===== config.mk =====
export PLATFORM = sky130hd
export DESIGN_NAME = mesh_traffic_sequencer
export DESIGN_NICKNAME = d
export VERILOG_FILES = /design/src/rtl/mesh_traffic_sequencer.sv
export SDC_FILE = /design/constraint.sdc
export NUM_CORES = 1
export LEC_CHECK = 0
export BUFFER_PORTS_ARGS = -buffer_cell sky130_fd_sc_hd__buf_2
export CAP_MARGIN = 15
export CORE_AREA = 8 8 427 262
export DETAILED_ROUTE_END_ITERATION = 10
export DIE_AREA = 0 0 435 270
export PLACE_DENSITY = 0.45
export SLEW_MARGIN = 30
export SYNTH_ARGS = -nofsm -noshare
export SYNTH_HDL_FRONTEND = slang
export SYNTH_SLANG_ARGS = --single-unit
export TNS_END_PERCENT = 10

===== constraint.sdc =====
create_clock -name aclk -period 2.75 [get_ports aclk]
set_clock_uncertainty 0.15 [all_clocks]
set_input_delay 0.1375 -clock aclk [delete_from_list [all_inputs] [get_ports aclk]]
set_output_delay 0.1375 -clock aclk [all_outputs]
set_load 0.05 [all_outputs]

===== src/rtl/mesh_traffic_sequencer.sv =====
// Run controller for the loader-driven XY mesh test harness.
// Queues host commands into per-loader FIFOs, launches a run, waits for the
// loaders to drain (bounded by a timeout) and then streams every PMU counter
// back to the host, one register at a time.
//
//   state     | meaning
//   ----------+--------------------------------------------------------------
//   LOAD      | accept host commands, push them to loader FIFOs; wait for run
//   START     | global start pulse, FIFO occupancy and run timer re-armed
//   SETTLE    | two fixed cycles so the loaders can drop idle
//   WAIT      | wait for all loaders idle or for the run timer to expire
//   DUMP_ADDR | present register address to the selected PMU
//   DUMP_OUT  | hold captured counter on res_* until the host takes it
//   DONE      | one-cycle done pulse, run finished
//
// N must be at least 2. The PMU register files are expected to return read
// data combinationally from pmu_addr_o within the same cycle.

module mesh_traffic_sequencer #(
   parameter int N          = 16,
   parameter int FIFO_DEPTH = 64,
   parameter int PMU_REGS   = 32,
   parameter int TIMEOUT_W  = 20
) (
   input  logic                         aclk,
   input  logic                         aresetn,
   input  logic                         cmd_valid_i,
   output logic                         cmd_ready_o,
   input  logic [$clog2(N)-1:0]         cmd_loader_i,
   input  logic [4:0]                   cmd_id_i,
   input  logic                         cmd_write_i,
   input  logic [7:0]                   cmd_axlen_i,
   input  logic                         cmd_resp_wait_i,
   input  logic                         run_i,
   output logic                         busy_o,
   output logic                         done_o,
   output logic                         timeout_o,
   output logic                         res_valid_o,
   input  logic                         res_ready_i,
   output logic [$clog2(N)-1:0]         res_loader_o,
   output logic [4:0]                   res_reg_o,
   output logic [31:0]                  res_data_o,
   output logic [N-1:0]                 resp_wait_o,
   output logic [N-1:0][4:0]            id_o,
   output logic [N-1:0]                 write_o,
   output logic [N-1:0][7:0]            axlen_o,
   output logic [N-1:0]                 fifo_push_o,
   output logic                         start_o,
   input  logic [N-1:0]                 idle_i,
   output logic [N-1:0][4:0]            pmu_addr_o,
   input  logic [N-1:0][31:0]           pmu_data_i
);

   localparam int LW = $clog2(N);
   localparam int CW = $clog2(FIFO_DEPTH + 1);
   localparam logic [4:0]    LAST_REG    = 5'(PMU_REGS - 1);
   localparam logic [LW-1:0] LAST_LOADER = LW'(N - 1);

   typedef enum logic [2:0] {
      LOAD,
      START,
      SETTLE,
      WAIT,
      DUMP_ADDR,
      DUMP_OUT,
      DONE
   } state_t;

   state_t                state;
   logic [CW-1:0]         cnt [N];
   logic [TIMEOUT_W-1:0]  timer;
   logic                  settle_cnt;
   logic [LW-1:0]         dump_l;
   logic [4:0]            dump_r;

   logic                  target_full;
   logic [31:0]           sel_data;
   logic [LW-1:0]         next_l;
   logic [4:0]            next_r;
   logic                  last_item;

   // Command acceptance: only in LOAD, never alongside run_i, never into a full FIFO.
   // Indices beyond N-1 never match a counter, so they are always accepted and dropped.
   always_comb begin
      target_full = 1'b0;
      for (int i = 0; i < N; i++) begin
         if (cmd_loader_i == LW'(i) && cnt[i] == CW'(FIFO_DEPTH)) begin
            target_full = 1'b1;
         end
      end
      cmd_ready_o = (state == LOAD) && !target_full && !run_i;
   end

   // Dump cursor: read-data select and the loader/register that follows the current one.
   always_comb begin
      sel_data = '0;
      for (int i = 0; i < N; i++) begin
         if (dump_l == LW'(i)) begin
            sel_data = pmu_data_i[i];
         end
      end
      last_item = (dump_l == LAST_LOADER) && (dump_r == LAST_REG);
      if (dump_r == LAST_REG) begin
         next_r = '0;
         next_l = dump_l + LW'(1);
      end else begin
         next_r = dump_r + 5'd1;
         next_l = dump_l;
      end
   end

   // Sequencer FSM with registered outputs.
   always_ff @(posedge aclk or negedge aresetn) begin
      if (!aresetn) begin
         state        <= LOAD;
         timer        <= '0;
         settle_cnt   <= 1'b0;
         dump_l       <= '0;
         dump_r       <= '0;
         busy_o       <= 1'b0;
         done_o       <= 1'b0;
         timeout_o    <= 1'b0;
         start_o      <= 1'b0;
         res_valid_o  <= 1'b0;
         res_loader_o <= '0;
         res_reg_o    <= '0;
         res_data_o   <= '0;
         fifo_push_o  <= '0;
         resp_wait_o  <= '0;
         id_o         <= '0;
         write_o      <= '0;
         axlen_o      <= '0;
         pmu_addr_o   <= '0;
         for (int i = 0; i < N; i++) begin
            cnt[i] <= '0;
         end
      end else begin
         fifo_push_o <= '0;
         start_o     <= 1'b0;
         done_o      <= 1'b0;

         case (state)
            LOAD: begin
               if (run_i) begin
                  timeout_o <= 1'b0;
                  busy_o    <= 1'b1;
                  start_o   <= 1'b1;
                  state     <= START;
               end else if (cmd_valid_i && cmd_ready_o) begin
                  for (int i = 0; i < N; i++) begin
                     if (cmd_loader_i == LW'(i)) begin
                        fifo_push_o[i] <= 1'b1;
                        id_o[i]        <= cmd_id_i;
                        write_o[i]     <= cmd_write_i;
                        axlen_o[i]     <= cmd_axlen_i;
                        resp_wait_o[i] <= cmd_resp_wait_i;
                        cnt[i]         <= cnt[i] + CW'(1);
                     end
                  end
               end
            end

            START: begin
               for (int i = 0; i < N; i++) begin
                  cnt[i] <= '0;
               end
               // Down-counter: terminal count 1 is reached after 2**TIMEOUT_W-1 WAIT cycles.
               timer      <= '1;
               settle_cnt <= 1'b0;
               state      <= SETTLE;
            end

            SETTLE: begin
               if (settle_cnt) begin
                  state <= WAIT;
               end else begin
                  settle_cnt <= 1'b1;
               end
            end

            WAIT: begin
               if (&idle_i || timer == TIMEOUT_W'(1)) begin
                  if (!(&idle_i)) begin
                     timeout_o <= 1'b1;
                  end
                  dump_l     <= '0;
                  dump_r     <= '0;
                  pmu_addr_o <= '0;
                  state      <= DUMP_ADDR;
               end else begin
                  timer <= timer - TIMEOUT_W'(1);
               end
            end

            DUMP_ADDR: begin
               res_data_o   <= sel_data;
               res_loader_o <= dump_l;
               res_reg_o    <= dump_r;
               res_valid_o  <= 1'b1;
               state        <= DUMP_OUT;
            end

            DUMP_OUT: begin
               if (res_ready_i) begin
                  res_valid_o <= 1'b0;
                  if (last_item) begin
                     pmu_addr_o <= '0;
                     busy_o     <= 1'b0;
                     done_o     <= 1'b1;
                     state      <= DONE;
                  end else begin
                     dump_l <= next_l;
                     dump_r <= next_r;
                     for (int i = 0; i < N; i++) begin
                        pmu_addr_o[i] <= (next_l == LW'(i)) ? next_r : 5'd0;
                     end
                     state <= DUMP_ADDR;
                  end
               end
            end

            DONE: begin
               state <= LOAD;
            end

            default: begin
               state <= LOAD;
            end
         endcase
      end
   end

endmodule

==> impl_metrics.yaml <==
run_status:
  status: "finished with violations"
  violations: "negative setup slack"
synth:
  synth.largest_area_cell: "dfrtp_1"
  avgSynthCellArea_um2: 9.25
  seq_area_frac_synth_pct: 50.5
  synth.most_common_cell: "nand2_1"
  synth-async-reset-ratio_pct: 100
  syn_inst: 2824
  synth_nets: 3416
  synth_area_leaders: "dfrtp_1 (50%), nand2_1 (9.4%), mux2_2 (5.5%), o21ai_0 (3.9%), o22ai_1 (3.2%)"
  synthTopCellsByCount: "nand2_1 (656), dfrtp_1 (527), o21ai_0 (205), clkbuf_1 (194), o22ai_1 (132)"
  synth_top_area_share_pct: 50.5
  synthFlopType: "dfrtp_1"
  ys_ff_latch: 527
  yosys_warnings: 0
  synth-edff-count: 0
  syn_area_mm2: 0.0261
  synth.distinct_cells: 69
timing:
  slew-limit-headroom_pct: 48.8
  worst-slew-pin-transition_ps: 769
  fin_crit_ps: 3100
  final-max-slew-violation-count: 0
  finalHoldViolations: 0
  grt_setup_unrepaired: "true"
  finalCritPeriodShare_pct: 113
  setup_slack_ps: -355
  finalSetupViolations: 113
  max_freq_mhz: 322
global_route:
  antenna_found_initial: 23
  grt_pass1_vias: 28807
  grtUsageTotal_pct: 24.4
  grt_first_pass_wirelength_mm: 215
  grt_max_degree: 92
  grt_overflow: 0
worst_setup_path:
  worstPathCellList: "inv_1 > ha_2 > nand4b_1 > a21oi_2 > or4_4 > buf_6 > buf_12 > or4_4 > or4_4 > a21oi_2"
  cpMostUsedCell: "or4_4"
  crit_family: "simple AND/OR/NAND/NOR gates"
  critPathBufInv: 3
  end_kind: "flop"
  critPathMaxStageDelay_ps: 560
  cp.arrival_ps: 3530
  start_kind: "flop"
  timing.critical_path.required_ps: 3170
  slowest_stage: "or4_4"
  cp_max_fo: 4
  setup.worst_path.class: "flop to flop"
power:
  ir_worst_vdd_mv: 0.576
  leakagePower_uw: 0.0202
  total_power_uw: 20900
  power.switching_uw: 7010
  p_clk_share_pct: 38.0
  pwr-share-comb_pct: 21.7
  p_int_uw: 13900
  pwr-share-seq_pct: 40.3
  power_density_mw_per_mm2: 512
  sw_frac_of_total_pct: 33.5
placed_design:
  port_buffers: 934
  placedCellCount: 5336
  dp_hpwl_mm: 117
  gp_congestion: 1.02
route:
  via_count: 28564
  detail_route.iter0.violations: 2471
  drt_pass1_iterations: 8
  wl_mm: 151
  wire_per_inst_um: 26.5
  drc_errors: 0
  viasPerCell: 5.01
  drtAntennaViolNets: 0
die:
  io-pin-count: 935
  core.rowCount: 93
  die_width_um: 435
  core_area_mm2: 0.106
  die_area_mm2: 0.117
  start_util_pct: 24.7
  die_height_um: 270
flow_run:
  maxCapViolations: 0
final_layout:
  finalNonFillerCells: 5703
  syn2layout_area_growth_pct: 56.5
  multi_input_area_mm2: 0.0130
  num-nets-final: 4808
  fillCellCount: 10803
  ff_latch_area_mm2: 0.0132
  drive_above_1_share_pct: 40.7
clock_network:
  cts_buffers: 57
  clk_latency_ps: 660
  clock_path_buffers: 3
  clockRootBuffer: "clkbuf_16"
  cts_max_level: 2
  cts_tree: "yes"
  cts.sinks: 527
  clkTransAtPathRegs_ps: 70
min_path:
  hold_class: "primary input to flop"
## power groups by stage
| stage | clock (uW) | combinational [uW] | sequential, uW |
|---|---|---|---|
| after floorplan | 0 | 1060 | 9560 |
| after global placement | 0 | 4270 | 8570 |
| after detailed placement | 0 | 4270 | 8570 |
| after CTS | 8230 | 4560 | 8430 |
| after global routing | 8530 | 4780 | 8460 |
| final | 7960 | 4550 | 8430 |
## metrics by stage
| stage | util (%) | setup WS (ps) | instance area, um^2 | setup TNS [ps] | hold slack (ps) |
|---|---|---|---|---|---|
| final | 38.6 | -355 | 40900 | -7360 | 23.4 |
| after global routing | 38.6 | -466 | 40900 | -26610 | 38.3 |
| after CTS | 37.8 | -449 | 40000 | -6620 | 4.67 |
| after detailed placement | 33.4 | -413 | 35400 | -29540 | -40.8 |
| after global placement | 33.4 | -385 | 35400 | -30030 | -30.7 |
| after floorplan | - | -167 | 26300 | -9740 | -308 |
## path summary, 6_finish.rpt
| kind | start | end | slack (ps) | cells past startpoint |
|---|---|---|---|---|
| min reg2reg | id_o[38]$_DFFE_PN0P_ | id_o[38]$_DFFE_PN0P_ | 310 | 2 |
| max in group asynchronous | aresetn | res_data_o[7]$_DFFE_PN0P_ | 1740 | 3 |
| max | cnt[0]$_DFFE_PN0P_ | cnt[32]$_DFFE_PN0P_ | -350 | 10 |
| min | pmu_data_i[274] | res_data_o[18]$_DFFE_PN0P_ | 20 | 5 |
| min in group asynchronous | aresetn | dump_r[3]$_DFFE_PN0P_ | 90 | 3 |
| max reg2reg | cnt[0]$_DFFE_PN0P_ | cnt[32]$_DFFE_PN0P_ | -350 | 10 |
## state kept, by name (all words and copies together), names as in the netlist, 3 cells and up
name	flops
axlen_o	128
cnt	112
id_o	80
pmu_addr_o	80
res_data_o	32
timer	20
fifo_push_o	16
resp_wait_o	16
write_o	16
dump_r	5
res_reg_o	5
dump_l	4
res_loader_o	4
state	3
## timing repair
action / in CTS / in global routing
endpoints found under the hold margin: 786 / 1
setup buffers: 14 / 18
setup endpoints to repair: 349 / 306
pin swaps: 22 / 66
hold buffers: 219 / 1
gates resized for setup: 107 / 176
gates cloned: 0 / 1
## cell type report
type | count | share of cell area (%)
flip-flops and latches | 527 | 32.3
well taps | 1425 | 4.36
repair buffers | 1545 | 26.2
multi-input cells | 2025 | 31.9
inverters | 60 | 0.572
clock inverters | 26 | 0.756
diodes | 17 | 0.104
clock buffers | 78 | 3.85
## kinds of logic (layout without fill, tap and decap cells)
group                      count (synthesis)  in the layout  share of synthesized area (%)
muxes                                    139            139                           5.93
xor gates and xnor gates                  53             53                           1.78
DFF                                      527            527                           50.5
adders and majority gates                 40             40                           1.92
and+or+nand+nor                         1080           1080                           18.4
AOI/OAI and AO/OA                        713            713                           17.5
buffers and inverters                    272           1709                           4.04
other                                      0             17                              0
## routing by layer
metal | vias up | part of all wire, % | wire, um | global-route usage, %
met2 | 1146 | 44 | 67300 | 37.6
met3 | 235 | 7.0 | 10500 | 4.92
met4 | 0 | 3.5 | 5270 | 7.26
li1 | 12974 | - | - | -
met1 | 14209 | 45 | 68100 | 34.5
met5 | - | 0 | 0 | 0
## placed cells by master (no fill, tap or decap), drive strengths merged, types with 36 or more instances in the layout
cell type	instances
buf	1325
nand2	657
dfrtp	527
dlygate4sd3	219
o21ai	207
o22ai	132
nor2	127
mux2	127
a21oi	102
clkbuf	79
nor3	64
a221oi	64
inv	62
o31ai	51
nand3	46
ha	40
a31oi	37
nand4	36
## worst min-delay path, stage by stage
cell,delay (ps)
buf_2,110
a22oi_2,100
a21oi_2,160
o21ai_0,90
a31oi_1,150
No activity file was read; power rests on OpenSTA's default activity.
